File: src/rtl/uart_rx.sv
// Tick-driven UART receiver: 2-flop input synchronizer, 16x oversampled framing, done strobe + error flags.
// Optional even-parity bit enabled by defining UART_RX_PARITY_EN.
`timescale 1ns/1ps
module uart_rx #(
  parameter int DATA_BITS  = 8,
  parameter int STOP_TICKS = 16
) (
  input  logic                 i_clock,
  input  logic                 i_reset,
  input  logic                 i_tick,
  input  logic                 i_rx,
  output logic [DATA_BITS-1:0] o_data,
  output logic                 o_rx_done,
  output logic                 o_frame_err,
  output logic                 o_parity_err
);

  localparam int S_W = ($clog2(STOP_TICKS) > 4) ? $clog2(STOP_TICKS) : 4;
  localparam int N_W = (DATA_BITS > 1) ? $clog2(DATA_BITS) : 1;
  localparam logic [S_W-1:0] S_MID  = S_W'(7);
  localparam logic [S_W-1:0] S_BIT  = S_W'(15);
  localparam logic [S_W-1:0] S_STOP = S_W'(STOP_TICKS - 1);
  localparam logic [N_W-1:0] N_LAST = N_W'(DATA_BITS - 1);

  typedef enum logic [2:0] {
    ST_IDLE,
    ST_START,
    ST_DATA,
`ifdef UART_RX_PARITY_EN
    ST_PARITY,
`endif
    ST_STOP,
    ST_BREAK
  } state_t;

  state_t               r_state;
  state_t               w_stateNext;
  logic                 r_rxMeta;
  logic                 r_rxSync;
  logic [S_W-1:0]       r_s;
  logic [S_W-1:0]       w_sNext;
  logic [N_W-1:0]       r_n;
  logic [N_W-1:0]       w_nNext;
  logic [DATA_BITS-1:0] r_b;
  logic [DATA_BITS-1:0] w_bNext;
  logic [DATA_BITS-1:0] r_data;
  logic [DATA_BITS-1:0] w_dataNext;
  logic                 r_done;
  logic                 w_doneNext;
  logic                 r_frameErr;
  logic                 w_frameErrNext;
`ifdef UART_RX_PARITY_EN
  logic                 r_parityBit;
  logic                 w_parityBitNext;
  logic                 r_parityErr;
  logic                 w_parityErrNext;
`endif

  always_ff @(posedge i_clock) begin
    if (i_reset) begin
      r_state <= ST_IDLE;
    end else begin
      r_state <= w_stateNext;
    end
  end

  always_comb begin
    w_stateNext = r_state;
    case (r_state)
      ST_IDLE:  if (!r_rxSync) w_stateNext = ST_START;
      ST_START: if (i_tick && r_s == S_MID) w_stateNext = r_rxSync ? ST_IDLE : ST_DATA;
      ST_DATA:
        if (i_tick && r_s == S_BIT && r_n == N_LAST) begin
`ifdef UART_RX_PARITY_EN
          w_stateNext = ST_PARITY;
`else
          w_stateNext = ST_STOP;
`endif
        end
`ifdef UART_RX_PARITY_EN
      ST_PARITY: if (i_tick && r_s == S_BIT) w_stateNext = ST_STOP;
`endif
      ST_STOP:  if (i_tick && r_s == S_STOP) w_stateNext = r_rxSync ? ST_IDLE : ST_BREAK;
      ST_BREAK: if (r_rxSync) w_stateNext = ST_IDLE;
      default:  w_stateNext = ST_IDLE;
    endcase
  end

  always_comb begin
    w_sNext        = r_s;
    w_nNext        = r_n;
    w_bNext        = r_b;
    w_dataNext     = r_data;
    w_doneNext     = 1'b0;
    w_frameErrNext = r_frameErr;
`ifdef UART_RX_PARITY_EN
    w_parityBitNext = r_parityBit;
    w_parityErrNext = r_parityErr;
`endif
    case (r_state)
      ST_IDLE: if (!r_rxSync) w_sNext = '0;
      ST_START:
        if (i_tick) begin
          if (r_s == S_MID) begin
            w_sNext = '0;
            w_nNext = '0;
          end else begin
            w_sNext = r_s + S_W'(1);
          end
        end
      ST_DATA:
        if (i_tick) begin
          if (r_s == S_BIT) begin
            w_bNext = {r_rxSync, r_b[DATA_BITS-1:1]};
            w_sNext = '0;
            if (r_n != N_LAST) w_nNext = r_n + N_W'(1);
          end else begin
            w_sNext = r_s + S_W'(1);
          end
        end
`ifdef UART_RX_PARITY_EN
      ST_PARITY:
        if (i_tick) begin
          if (r_s == S_BIT) begin
            w_parityBitNext = r_rxSync;
            w_sNext         = '0;
          end else begin
            w_sNext = r_s + S_W'(1);
          end
        end
`endif
      // Stop sample publishes the word; flags only ever change alongside the strobe.
      ST_STOP:
        if (i_tick) begin
          if (r_s == S_STOP) begin
            w_sNext        = '0;
            w_doneNext     = 1'b1;
            w_dataNext     = r_b;
            w_frameErrNext = ~r_rxSync;
`ifdef UART_RX_PARITY_EN
            w_parityErrNext = (^r_b) ^ r_parityBit;
`endif
          end else begin
            w_sNext = r_s + S_W'(1);
          end
        end
      default: ;
    endcase
  end

  always_ff @(posedge i_clock) begin
    if (i_reset) begin
      r_rxMeta   <= 1'b1;
      r_rxSync   <= 1'b1;
      r_s        <= '0;
      r_n        <= '0;
      r_b        <= '0;
      r_data     <= '0;
      r_done     <= 1'b0;
      r_frameErr <= 1'b0;
`ifdef UART_RX_PARITY_EN
      r_parityBit <= 1'b0;
      r_parityErr <= 1'b0;
`endif
    end else begin
      r_rxMeta   <= i_rx;
      r_rxSync   <= r_rxMeta;
      r_s        <= w_sNext;
      r_n        <= w_nNext;
      r_b        <= w_bNext;
      r_data     <= w_dataNext;
      r_done     <= w_doneNext;
      r_frameErr <= w_frameErrNext;
`ifdef UART_RX_PARITY_EN
      r_parityBit <= w_parityBitNext;
      r_parityErr <= w_parityErrNext;
`endif
    end
  end

  assign o_data      = r_data;
  assign o_rx_done   = r_done;
  assign o_frame_err = r_frameErr;
`ifdef UART_RX_PARITY_EN
  assign o_parity_err = r_parityErr;
`else
  assign o_parity_err = 1'b0;
`endif

endmodule

File: config.mk
export PLATFORM = sky130hd
export DESIGN_NAME = uart_rx
export DESIGN_NICKNAME = d
export VERILOG_FILES = /design/src/rtl/uart_rx.sv
export SDC_FILE = /design/constraint.sdc
export NUM_CORES = 1
export LEC_CHECK = 0
export BUFFER_PORTS_ARGS = -buffer_cell sky130_fd_sc_hd__buf_2
export CORE_MARGIN = 2
export CORE_UTILIZATION = 60
export CTS_BUF_LIST = sky130_fd_sc_hd__clkbuf_8
export DETAILED_ROUTE_END_ITERATION = 12
export PLACE_DENSITY = 0.82
export SLEW_MARGIN = 10
export SYNTH_ARGS = -nofsm -noshare
export SYNTH_HDL_FRONTEND = slang
export SYNTH_SLANG_ARGS = --single-unit
File: constraint.sdc
create_clock -name i_clock -period 2.78 [get_ports i_clock]
set_input_delay 0.417 -clock i_clock [delete_from_list [all_inputs] [get_ports i_clock]]
set_output_delay 0.417 -clock i_clock [all_outputs]
set_load 0.01 [all_outputs]
==> flow_summary.html, run 1 <==
<table>
<tr><th>Metric</th><th>Value</th></tr>
<tr><th colspan="2">CTS</th></tr>
<tr><td>Post-cts repair resize count</td><td>0</td></tr>
<tr><td>Clock slew seen by the registers of the worst setup and hold paths</td><td>0.06 ns</td></tr>
<tr><td>Post-CTS Setup Bufs</td><td>0</td></tr>
<tr><td>Maximum number of buffers from clock root to sink</td><td>2</td></tr>
<tr><td>Root Buffer Master</td><td>sky130_fd_sc_hd__clkbuf_8</td></tr>
<tr><td>CTS H-Tree Depth</td><td>2</td></tr>
<tr><td>Hold Buf Count CTS</td><td>0</td></tr>
<tr><td>Total CTS buffers</td><td>5</td></tr>
<tr><td>Clock tree from TritonCTS</td><td>done</td></tr>
<tr><td>Number of clock sinks</td><td>30</td></tr>
<tr><td>Clock latency reported for the late side of the worst-skew pair</td><td>0.28 ns</td></tr>
<tr><th colspan="2">Route</th></tr>
<tr><td>Total vias in the final route</td><td>938</td></tr>
<tr><td>Wire length per cell after detailed routing</td><td>12.7 um</td></tr>
<tr><td>Total routed wirelength</td><td>2210 um</td></tr>
<tr><td>Number of detailed-routing iterations run before antenna repair</td><td>2</td></tr>
<tr><td>Total DRC errors in the routed layout</td><td>0</td></tr>
<tr><td>Detailed router's first-iteration violation count</td><td>5</td></tr>
<tr><td>Antenna Violating Nets Remaining</td><td>0</td></tr>
<tr><td>Vias per cell</td><td>5.39</td></tr>
<tr><th colspan="2">Critical path</th></tr>
<tr><td>Worst path arrival time</td><td>2.29 ns</td></tr>
<tr><td>Startpoint type of the worst setup path</td><td>register</td></tr>
<tr><td>Nature of the critical path endpoint</td><td>register</td></tr>
<tr><td>Worst reg2reg setup slack</td><td>0.67 ns</td></tr>
<tr><td>Worst Setup Path Type</td><td>reg -&gt; reg</td></tr>
<tr><td>Endpoint required time on the critical path</td><td>2.96 ns</td></tr>
<tr><td>Maximum net fanout on the critical path</td><td>12</td></tr>
<tr><th colspan="2">Power</th></tr>
<tr><td>Static Leak</td><td>0.675 nW</td></tr>
<tr><td>Worst ir drop on vdd</td><td>0.000597 V</td></tr>
<tr><td>Cell Pwr Density</td><td>558 mW/mm^2</td></tr>
<tr><th colspan="2">Worst hold path</th></tr>
<tr><td>Worst hold path type</td><td>in -&gt; reg</td></tr>
<tr><th colspan="2">STA</th></tr>
<tr><td>Hold violation count in the final report</td><td>0</td></tr>
<tr><td>Final-layout setup total negative slack</td><td>0 ns</td></tr>
<tr><td>Final hold slack</td><td>0.329 ns</td></tr>
<tr><td>Min cycle time layout</td><td>2.11 ns</td></tr>
<tr><td>Max-slew violation count</td><td>0</td></tr>
<tr><td>Final setup violation count</td><td>0</td></tr>
<tr><td>Portion of the clock cycle consumed by the worst path in the final layout</td><td>75.9%</td></tr>
<tr><td>Max transition margin</td><td>60.3%</td></tr>
<tr><td>Unrepaired setup endpoints after global routing</td><td>false</td></tr>
<tr><td>Worst slew pin tran</td><td>0.593 ns</td></tr>
<tr><td>Final clock skew</td><td>0.00239 ns</td></tr>
<tr><td>Final setup slack of the worst path</td><td>0.670 ns</td></tr>
<tr><td>F_max</td><td>0.474 GHz</td></tr>
<tr><th colspan="2">Synth</th></tr>
<tr><td>Net count after synthesis</td><td>140</td></tr>
<tr><td>EDFF count, synth</td><td>0</td></tr>
<tr><td>Total of flip-flops plus latches after synthesis</td><td>30</td></tr>
<tr><td>Share of async-settable or async-resettable flops after synthesis</td><td>0%</td></tr>
<tr><td>Syn avg cell area</td><td>9.77 um^2</td></tr>
<tr><td>Count of unique library cells instantiated by Yosys</td><td>39</td></tr>
<tr><td>Most used flip-flop cell after synthesis</td><td>sky130_fd_sc_hd__dfxtp_1</td></tr>
<tr><td>Sequential element share of the synthesized area</td><td>46.2%</td></tr>
<tr><td>Number of instances in the synthesized netlist</td><td>133</td></tr>
<tr><td>YS warnings</td><td>0</td></tr>
<tr><td>Cell area after synthesis</td><td>0.00130 mm^2</td></tr>
<tr><th colspan="2">Global route</th></tr>
<tr><td>Global-route total usage across every layer</td><td>20.7%</td></tr>
<tr><td>Initial antenna violation count</td><td>0</td></tr>
<tr><td>Maximum number of pins on one net before global-route repair</td><td>34</td></tr>
<tr><td>GRT Max-Usage Layer</td><td>met2</td></tr>
<tr><td>Residual overflow from global routing</td><td>0</td></tr>
<tr><td>GR met2 Demand/Resource</td><td>36.4%</td></tr>
<tr><td>First-pass GRT wire length</td><td>3930 um</td></tr>
<tr><td>Met1 GRT Util</td><td>22.8%</td></tr>
<tr><td>Fraction of met3 tracks used by global routing</td><td>8.93%</td></tr>
<tr><td>Via count of the first global-routing pass</td><td>942</td></tr>
<tr><th colspan="2">Outcome</th></tr>
<tr><td>Status</td><td>complete, no violations</td></tr>
<tr><th colspan="2">Floorplan</th></tr>
<tr><td>Count of pins on the block boundary</td><td>15</td></tr>
<tr><td>Cell Rows</td><td>16</td></tr>
<tr><td>Total die area</td><td>0.00255 mm^2</td></tr>
<tr><td>Effective utilization at floorplan</td><td>64.9%</td></tr>
<tr><td>Die X-Extent</td><td>50.5 um</td></tr>
<tr><td>Die Span Y</td><td>50.5 um</td></tr>
<tr><td>Floorplan Core Area</td><td>0.00200 mm^2</td></tr>
<tr><th colspan="2">Place</th></tr>
<tr><td>Inst Count DP</td><td>166</td></tr>
<tr><td>Gp weighted congestion</td><td>0.742</td></tr>
<tr><td>Pre-CTS WS</td><td>0.694 ns</td></tr>
<tr><td>Estimated wirelength of the detail-placed design</td><td>1500 um</td></tr>
<tr><td>Number of buffers added on ports</td><td>13</td></tr>
<tr><th colspan="2">Layout</th></tr>
<tr><td>Final Util</td><td>72.1%</td></tr>
<tr><td>Post-route non-filler standard cell count</td><td>174</td></tr>
<tr><td>Count of inserted antenna diode cells</td><td>0</td></tr>
<tr><td>Nets</td><td>153</td></tr>
<tr><td>Fraction of layout cells with a size suffix above 1</td><td>19.0%</td></tr>
<tr><td>Synth-to-Final Area Change</td><td>11.1%</td></tr>
<tr><th colspan="2">Flow run</th></tr>
<tr><td>Max-cap violations</td><td>0</td></tr>
</table>
path summary, 6_finish.rpt:
kind	startpoint	to	cells after the start
worst min-delay path	i_rx	r_rxMeta	2
worst max-delay path	r_s[0]	r_n[2]	5
worst max register to register	r_s[0]	r_n[2]	5
worst min register to register	r_rxMeta	r_rxSync	1
metrics by stage:
step	power (mW)	area (um^2)
floorplan	0.464	1300
global placement	0.468	1350
detailed placement	0.470	1350
CTS	0.813	1440
global route	0.837	1440
finish	0.805	1440
per-layer routing:
metal / vias to the layer above / wire length [um]
met3: 3 / 92
met5: - / 0
met1: 434 / 1040
met2: 14 / 1040
li1: 487 / -
met4: 0 / 26
synthesized netlist by cell type, types with 2 or more instances:
library cell	instances	share of area [%]
sky130_fd_sc_hd__nand3_1	2	0.77
sky130_fd_sc_hd__inv_1	4	1.2
sky130_fd_sc_hd__mux2i_1	17	13
sky130_fd_sc_hd__or3_1	2	0.96
sky130_fd_sc_hd__ha_1	3	2.9
sky130_fd_sc_hd__nand3b_1	2	1.2
sky130_fd_sc_hd__o32ai_1	2	1.3
sky130_fd_sc_hd__nor2_1	24	6.9
sky130_fd_sc_hd__clkbuf_1	3	0.87
sky130_fd_sc_hd__nand2b_1	3	1.4
sky130_fd_sc_hd__o21ai_0	5	1.9
sky130_fd_sc_hd__buf_6	2	1.7
sky130_fd_sc_hd__or2_2	3	1.4
sky130_fd_sc_hd__dfxtp_1	30	46
sky130_fd_sc_hd__nand2_1	4	1.2
sky130_fd_sc_hd__a21oi_1	4	1.5
sequential cells by signal, indices dropped and copies added (netlist names):
signal       cells
r_state          3
r_b              8
o_rx_done        1
r_rxSync         1
r_s              4
r_n              3
o_frame_err      1
o_data           8
r_rxMeta         1
cell usage in the layout (no fill, tap or decap), types with 3 or more instances in the layout:
cell type,netlist,final
sky130_fd_sc_hd__or2_2,3,3
sky130_fd_sc_hd__clkbuf_8,0,6
sky130_fd_sc_hd__nand2_1,4,4
sky130_fd_sc_hd__ha_1,3,3
sky130_fd_sc_hd__dfxtp_1,30,30
sky130_fd_sc_hd__nand2b_1,3,3
sky130_fd_sc_hd__mux2i_1,17,17
sky130_fd_sc_hd__inv_1,4,5
sky130_fd_sc_hd__nor2_1,24,24
sky130_fd_sc_hd__buf_2,1,13
sky130_fd_sc_hd__o21ai_0,5,5
sky130_fd_sc_hd__a21oi_1,4,4
logic make-up (layout without fill, tap and decap cells):
group | after synthesis | count (layout) | share of synthesized area [%]
adder cells (fa/ha/maj) | 3 | 3 | 2.89
multiplexers | 17 | 17 | 13.1
buffers and inverters | 11 | 25 | 4.72
XOR/XNOR | 1 | 1 | 0.674
flip-flops | 30 | 30 | 46.2
AO/OA/AOI/OAI | 21 | 21 | 12.8
AND/OR/NAND/NOR | 49 | 49 | 19.3
other | 1 | 1 | 0.288
final cells by class:
type | count | area, um^2
flip-flops and latches | 30 | 601
clock inverters | 2 | 8.76
well taps | 27 | 33.8
inverters | 4 | 15.0
clock buffers | 6 | 82.6
multi-input cells | 92 | 638
repair buffers | 13 | 65.1
fillers | 159 | 558
power by group:
part	internal, mW	switching [mW]
Combinational	0.00826	0.0163
Clock	0.195	0.149
Sequential	0.433	0.00334
worst max-delay path, stage by stage, from the launching register on:
cell,delay [ns]
sky130_fd_sc_hd__dfxtp_1,0.36
sky130_fd_sc_hd__ha_1,0.24
sky130_fd_sc_hd__nand4_1,0.18
sky130_fd_sc_hd__nand3b_1,0.54
sky130_fd_sc_hd__or2_2,0.48
sky130_fd_sc_hd__o32ai_1,0.22
Power figures use the tool's default switching activity.
==> run 2: changes to the inputs <==
CORE_UTILIZATION = 59   (was 60)
PLACE_DENSITY = 0.8   (was 0.82)
clock period = 2.2 ns   (was 2.78 ns; I/O delays follow)
==> flow_summary.html, run 2 (synthesis gave the netlist of run 1 again) <==
<table>
<tr><th>Metric</th><th>Value</th></tr>
<tr><th colspan="2">Floorplan</th></tr>
<tr><td>Effective utilization at floorplan</td><td>64.3%</td></tr>
<tr><td>Count of pins on the block boundary</td><td>15</td></tr>
<tr><td>Cell Rows</td><td>16</td></tr>
<tr><td>Die X-Extent</td><td>50.9 um</td></tr>
<tr><td>Total die area</td><td>0.00259 mm^2</td></tr>
<tr><td>Die Span Y</td><td>50.9 um</td></tr>
<tr><td>Floorplan Core Area</td><td>0.00202 mm^2</td></tr>
<tr><th colspan="2">Critical path</th></tr>
<tr><td>Count of buffer and inverter cells on the critical path</td><td>1</td></tr>
<tr><td>Worst path arrival time</td><td>2.07 ns</td></tr>
<tr><td>Cell with the biggest individual delay on the critical path</td><td>sky130_fd_sc_hd__dfxtp_1</td></tr>
<tr><td>Worst Setup Path Type</td><td>reg -&gt; reg</td></tr>
<tr><td>Startpoint type of the worst setup path</td><td>register</td></tr>
<tr><td>Largest delay contributor family on the critical path</td><td>simple AND/OR/NAND/NOR gates</td></tr>
<tr><td>Worst stage delay on the critical path</td><td>0.38 ns</td></tr>
<tr><td>Maximum net fanout on the critical path</td><td>10</td></tr>
<tr><td>Nature of the critical path endpoint</td><td>register</td></tr>
<tr><td>Endpoint required time on the critical path</td><td>2.40 ns</td></tr>
<tr><td>CP cell instances</td><td>ha_1 -&gt; nand4_1 -&gt; nand3b_1 -&gt; buf_4 -&gt; or3_1 -&gt; a21oi_1</td></tr>
<tr><th colspan="2">Global route</th></tr>
<tr><td>Residual overflow from global routing</td><td>0</td></tr>
<tr><td>Fraction of met3 tracks used by global routing</td><td>7.89%</td></tr>
<tr><td>GR met2 Demand/Resource</td><td>34.6%</td></tr>
<tr><td>First-pass GRT wire length</td><td>3970 um</td></tr>
<tr><td>Initial antenna violation count</td><td>0</td></tr>
<tr><td>Maximum number of pins on one net before global-route repair</td><td>34</td></tr>
<tr><td>Global-route total usage across every layer</td><td>21.2%</td></tr>
<tr><td>Met1 GRT Util</td><td>25.2%</td></tr>
<tr><td>Via count of the first global-routing pass</td><td>893</td></tr>
<tr><td>GRT Max-Usage Layer</td><td>met2</td></tr>
<tr><th colspan="2">Route</th></tr>
<tr><td>Antenna Violating Nets Remaining</td><td>0</td></tr>
<tr><td>Total DRC errors in the routed layout</td><td>0</td></tr>
<tr><td>Number of detailed-routing iterations run before antenna repair</td><td>4</td></tr>
<tr><td>Wire length per cell after detailed routing</td><td>12.8 um</td></tr>
<tr><td>Vias per cell</td><td>5.41</td></tr>
<tr><td>Total routed wirelength</td><td>2240 um</td></tr>
<tr><td>Detailed router's first-iteration violation count</td><td>10</td></tr>
<tr><td>Total vias in the final route</td><td>947</td></tr>
<tr><th colspan="2">STA</th></tr>
<tr><td>Min cycle time layout</td><td>1.88 ns</td></tr>
<tr><td>Final-layout setup total negative slack</td><td>0 ns</td></tr>
<tr><td>Final setup slack of the worst path</td><td>0.321 ns</td></tr>
<tr><td>Max transition margin</td><td>64.9%</td></tr>
<tr><td>Max-slew violation count</td><td>0</td></tr>
<tr><td>Portion of the clock cycle consumed by the worst path in the final layout</td><td>85.4%</td></tr>
<tr><td>Hold violation count in the final report</td><td>0</td></tr>
<tr><td>Final clock skew</td><td>0.00940 ns</td></tr>
<tr><td>Unrepaired setup endpoints after global routing</td><td>false</td></tr>
<tr><td>Final setup violation count</td><td>0</td></tr>
<tr><td>Final hold slack</td><td>0.237 ns</td></tr>
<tr><td>F_max</td><td>0.532 GHz</td></tr>
<tr><td>Worst slew pin tran</td><td>0.527 ns</td></tr>
<tr><th colspan="2">CTS</th></tr>
<tr><td>Post-cts repair resize count</td><td>0</td></tr>
<tr><td>CTS H-Tree Depth</td><td>2</td></tr>
<tr><td>Post-CTS Setup Bufs</td><td>0</td></tr>
<tr><td>Hold Buf Count CTS</td><td>0</td></tr>
<tr><td>Root Buffer Master</td><td>sky130_fd_sc_hd__clkbuf_8</td></tr>
<tr><td>Maximum number of buffers from clock root to sink</td><td>2</td></tr>
<tr><td>Clock latency reported for the late side of the worst-skew pair</td><td>0.28 ns</td></tr>
<tr><td>Number of clock sinks</td><td>30</td></tr>
<tr><td>Total CTS buffers</td><td>5</td></tr>
<tr><td>Clock slew seen by the registers of the worst setup and hold paths</td><td>0.07 ns</td></tr>
<tr><td>Clock tree from TritonCTS</td><td>done</td></tr>
<tr><th colspan="2">Layout</th></tr>
<tr><td>Final Util</td><td>72.0%</td></tr>
<tr><td>FF+latch area</td><td>601 um^2</td></tr>
<tr><td>Synth-to-Final Area Change</td><td>11.9%</td></tr>
<tr><td>Leading cell type in the layout, fill and taps excluded</td><td>sky130_fd_sc_hd__dfxtp_1</td></tr>
<tr><td>Fraction of layout cells with a size suffix above 1</td><td>20.3%</td></tr>
<tr><td>Count of inserted antenna diode cells</td><td>0</td></tr>
<tr><td>Post-route non-filler standard cell count</td><td>175</td></tr>
<tr><td>Fill count</td><td>161</td></tr>
<tr><td>Design Area, Final</td><td>0.00146 mm^2</td></tr>
<tr><td>Nets</td><td>154</td></tr>
<tr><td>Commonest non-fill, non-tap cells in the layout</td><td>30 x sky130_fd_sc_hd__dfxtp_1, 24 x sky130_fd_sc_hd__nor2_1, 17 x sky130_fd_sc_hd__mux2i_1</td></tr>
<tr><td>Multi-input combinational cell area</td><td>638 um^2</td></tr>
<tr><th colspan="2">Power</th></tr>
<tr><td>Cell Pwr Density</td><td>706 mW/mm^2</td></tr>
<tr><td>Worst ir drop on vdd</td><td>0.000526 V</td></tr>
<tr><td>Static Leak</td><td>0.674 nW</td></tr>
<tr><td>Total power</td><td>1.03 mW</td></tr>
<tr><th colspan="2">Place</th></tr>
<tr><td>Pre-CTS WS</td><td>0.343 ns</td></tr>
<tr><td>Inst Count DP</td><td>167</td></tr>
<tr><td>Number of buffers added on ports</td><td>13</td></tr>
<tr><td>Gp weighted congestion</td><td>0.883</td></tr>
<tr><td>Total cell area at the placement stage</td><td>0.00136 mm^2</td></tr>
<tr><td>Estimated wirelength of the detail-placed design</td><td>1590 um</td></tr>
<tr><th colspan="2">Flow run</th></tr>
<tr><td>Max-cap violations</td><td>0</td></tr>
<tr><th colspan="2">Worst hold path</th></tr>
<tr><td>Worst hold path type</td><td>in -&gt; reg</td></tr>
<tr><th colspan="2">Outcome</th></tr>
<tr><td>Status</td><td>complete, no violations</td></tr>
</table>
==> run 2: final cells by class <==
class	instances	area share, %
inverters	4	1.03
repair buffers	14	4.99
multi-input cells	92	43.9
well taps	27	2.32
clock inverters	2	0.860
clock buffers	6	5.67
flip-flops and latches	30	41.3
==> run 2: report_power, final <==
part | leakage (nW) | switching, mW | internal, mW
logic | 0.385 | 0.0194 | 0.0104
registers | 0.242 | 0.00435 | 0.547
clock network | 0.0472 | 0.196 | 0.251
total | 0.674 | 0.220 | 0.808
==> run 2: routing by layer <==
metal  routed length (um)  up-vias
met5                    0        -
met4                   30        0
met3                   99        4
met2                 1120       17
met1                  991      436
li1                     -      490
==> run 2: worst paths after layout <==
path / start / to / slack [ns] / cells past startpoint
min: i_rx / r_rxMeta / 0.24 / 2
max: r_s[0] / r_n[0] / 0.32 / 6
max reg2reg: r_s[0] / r_n[0] / 0.32 / 6
min reg2reg: r_rxMeta / r_rxSync / 0.41 / 1
==> run 3: changes to the inputs <==
--- a/config.mk
+++ b/config.mk
@@ -13,2 +13,3 @@
 export PLACE_DENSITY = 0.8
+export SETUP_SLACK_MARGIN = 0.5
 export SLEW_MARGIN = 10
==> constraint.sdc (replaced) <==
create_clock -name i_clock -period 2.2 [get_ports i_clock]
set_input_delay 0.44 -clock i_clock [delete_from_list [all_inputs] [get_ports i_clock]]
set_output_delay 0.44 -clock i_clock [all_outputs]
set_load 0.01 [all_outputs]
==> flow_summary.html, run 3 (synthesis gave the netlist of run 1 again) <==
<table>
<tr><th>Metric</th><th>Value</th></tr>
<tr><th colspan="2">Global route</th></tr>
<tr><td>Maximum number of pins on one net before global-route repair</td><td>34</td></tr>
<tr><td>Residual overflow from global routing</td><td>0</td></tr>
<tr><td>Initial antenna violation count</td><td>0</td></tr>
<tr><td>Global-route total usage across every layer</td><td>21.2%</td></tr>
<tr><td>Via count of the first global-routing pass</td><td>925</td></tr>
<tr><td>First-pass GRT wire length</td><td>4030 um</td></tr>
<tr><th colspan="2">Layout</th></tr>
<tr><td>Synth-to-Final Area Change</td><td>15.8%</td></tr>
<tr><td>Fraction of layout cells with a size suffix above 1</td><td>24.0%</td></tr>
<tr><td>Nets</td><td>156</td></tr>
<tr><td>Leading cell type in the layout, fill and taps excluded</td><td>sky130_fd_sc_hd__dfxtp_1</td></tr>
<tr><td>Commonest non-fill, non-tap cells in the layout</td><td>28 x sky130_fd_sc_hd__dfxtp_1, 24 x sky130_fd_sc_hd__nor2_1, 17 x sky130_fd_sc_hd__mux2i_1</td></tr>
<tr><td>Count of inserted antenna diode cells</td><td>0</td></tr>
<tr><td>Fill count</td><td>156</td></tr>
<tr><td>Design Area, Final</td><td>0.00151 mm^2</td></tr>
<tr><th colspan="2">Route</th></tr>
<tr><td>Wire length per cell after detailed routing</td><td>12.8 um</td></tr>
<tr><td>Total routed wirelength</td><td>2260 um</td></tr>
<tr><td>Total vias in the final route</td><td>963</td></tr>
<tr><td>Total DRC errors in the routed layout</td><td>0</td></tr>
<tr><td>Number of detailed-routing iterations run before antenna repair</td><td>4</td></tr>
<tr><td>Detailed router's first-iteration violation count</td><td>29</td></tr>
<tr><td>Antenna Violating Nets Remaining</td><td>0</td></tr>
<tr><td>Vias per cell</td><td>5.44</td></tr>
<tr><th colspan="2">CTS</th></tr>
<tr><td>Total CTS buffers</td><td>5</td></tr>
<tr><td>Root Buffer Master</td><td>sky130_fd_sc_hd__clkbuf_8</td></tr>
<tr><td>Number of clock sinks</td><td>30</td></tr>
<tr><td>Maximum number of buffers from clock root to sink</td><td>2</td></tr>
<tr><td>Clock slew seen by the registers of the worst setup and hold paths</td><td>0.06 ns</td></tr>
<tr><td>Clock latency reported for the late side of the worst-skew pair</td><td>0.28 ns</td></tr>
<tr><td>Hold Buf Count CTS</td><td>0</td></tr>
<tr><td>CTS H-Tree Depth</td><td>2</td></tr>
<tr><td>Clock tree from TritonCTS</td><td>done</td></tr>
<tr><th colspan="2">Critical path</th></tr>
<tr><td>Count of buffer and inverter cells on the critical path</td><td>0</td></tr>
<tr><td>Cell with the biggest individual delay on the critical path</td><td>sky130_fd_sc_hd__or3b_4</td></tr>
<tr><td>Reg-to-reg endpoint</td><td>o_frame_err</td></tr>
<tr><td>Worst stage delay on the critical path</td><td>0.52 ns</td></tr>
<tr><td>Startpoint type of the worst setup path</td><td>register</td></tr>
<tr><td>Endpoint required time on the critical path</td><td>2.40 ns</td></tr>
<tr><td>Maximum net fanout on the critical path</td><td>12</td></tr>
<tr><td>Nature of the critical path endpoint</td><td>register</td></tr>
<tr><td>R2r worst-path depth</td><td>5</td></tr>
<tr><td>Worst reg2reg setup slack</td><td>0.58 ns</td></tr>
<tr><td>Worst path arrival time</td><td>1.83 ns</td></tr>
<tr><td>Start of the worst register-to-register path</td><td>r_s[1]</td></tr>
<tr><td>Largest delay contributor family on the critical path</td><td>simple AND/OR/NAND/NOR gates</td></tr>
<tr><td>Worst Setup Path Type</td><td>reg -&gt; reg</td></tr>
<tr><td>CP cell instances</td><td>ha_4 -&gt; nand4_1 -&gt; or3b_4 -&gt; or2_0 -&gt; a21oi_1</td></tr>
<tr><th colspan="2">STA</th></tr>
<tr><td>Final clock skew</td><td>0.00922 ns</td></tr>
<tr><td>Unrepaired setup endpoints after global routing</td><td>false</td></tr>
<tr><td>Worst slew pin tran</td><td>0.544 ns</td></tr>
<tr><td>Min cycle time layout</td><td>1.62 ns</td></tr>
<tr><td>Final-layout setup total negative slack</td><td>0 ns</td></tr>
<tr><td>Max transition margin</td><td>63.7%</td></tr>
<tr><td>Hold violation count in the final report</td><td>0</td></tr>
<tr><td>Final setup violation count</td><td>0</td></tr>
<tr><td>Final hold slack</td><td>0.351 ns</td></tr>
<tr><td>Max-slew violation count</td><td>0</td></tr>
<tr><td>Portion of the clock cycle consumed by the worst path in the final layout</td><td>73.8%</td></tr>
<tr><td>F_max</td><td>0.616 GHz</td></tr>
<tr><th colspan="2">Place</th></tr>
<tr><td>Number of buffers added on ports</td><td>13</td></tr>
<tr><td>Estimated wirelength of the detail-placed design</td><td>1480 um</td></tr>
<tr><td>Total cell area at the placement stage</td><td>0.00136 mm^2</td></tr>
<tr><td>Gp weighted congestion</td><td>0.873</td></tr>
<tr><th colspan="2">Floorplan</th></tr>
<tr><td>Total die area</td><td>0.00259 mm^2</td></tr>
<tr><td>Cell Rows</td><td>16</td></tr>
<tr><td>Die X-Extent</td><td>50.9 um</td></tr>
<tr><td>Count of pins on the block boundary</td><td>15</td></tr>
<tr><td>Floorplan Core Area</td><td>0.00202 mm^2</td></tr>
<tr><td>Die Span Y</td><td>50.9 um</td></tr>
<tr><td>Effective utilization at floorplan</td><td>64.3%</td></tr>
<tr><th colspan="2">Power</th></tr>
<tr><td>Static Leak</td><td>0.691 nW</td></tr>
<tr><td>Cell Pwr Density</td><td>692 mW/mm^2</td></tr>
<tr><td>Worst ir drop on vdd</td><td>0.000639 V</td></tr>
<tr><th colspan="2">Outcome</th></tr>
<tr><td>Status</td><td>complete, no violations</td></tr>
<tr><th colspan="2">Worst hold path</th></tr>
<tr><td>Hold worst-path end</td><td>r_rxMeta</td></tr>
<tr><td>Worst hold path type</td><td>in -&gt; reg</td></tr>
<tr><td>Min-delay src</td><td>i_rx</td></tr>
<tr><td>Number of cells on the worst hold path</td><td>2</td></tr>
<tr><th colspan="2">Flow run</th></tr>
<tr><td>Max-cap violations</td><td>0</td></tr>
</table>
## run 3: worst max-delay path by stage
stage                start          end  cells past startpoint  slack (ns)
floorplan           r_s[0]       r_n[1]                      5        0.57
global placement    r_s[0]       r_n[1]                      5        0.50
detailed placement  r_s[0]       r_n[1]                      5        0.47
CTS                 r_s[0]       r_n[1]                      5        0.50
global route        r_s[1]       r_n[0]                      6        0.50
finish              r_s[1]  o_frame_err                      5        0.58
## run 3: what timing repair did
| action | 4_1_cts | 5_1_grt |
|---|---|---|
| setup buffers | 0 | 2 |
| pin swaps | 0 | 1 |
| endpoints found under the setup margin | 4 | 15 |
| gates resized for setup | 2 | 5 |
## run 3: final cells by class
class                      instances  area, um^2  area share, %
sequential                        30         603           40.1
inverter                           4        15.0          0.998
tap                               27        33.8           2.24
timing repair buffer              16         104           6.90
clock inverter                     2        12.5          0.831
clock buffer                       6        82.6           5.49
multi-input combinational         92         654           43.5
## run 3: through the flow
step                total power [mW]  instances  utilization (%)  setup WS, ns
floorplan                      0.586        133                -         0.573
global placement               0.592        167             67.3         0.502
detailed placement             0.593        167             67.3         0.469
CTS                             1.05        175             72.1         0.501
global route                    1.08        177             74.4         0.504
finish                          1.04        177             74.4         0.575
## run 3: routing by layer
layer	global-route usage (%)	share of wire (%)	up-vias
li1	-	-	492
met1	26.6	48	441
met2	32.3	45	25
met3	9.65	5.1	5
met4	6.76	1.1	0
met5	0	0	-
## run 3: power by group
part           switching (mW)  total (mW)  internal [mW]
Sequential            0.00479       0.552          0.547
Clock                   0.208       0.459          0.251
Combinational          0.0200      0.0306         0.0106
Total                   0.233        1.04          0.808
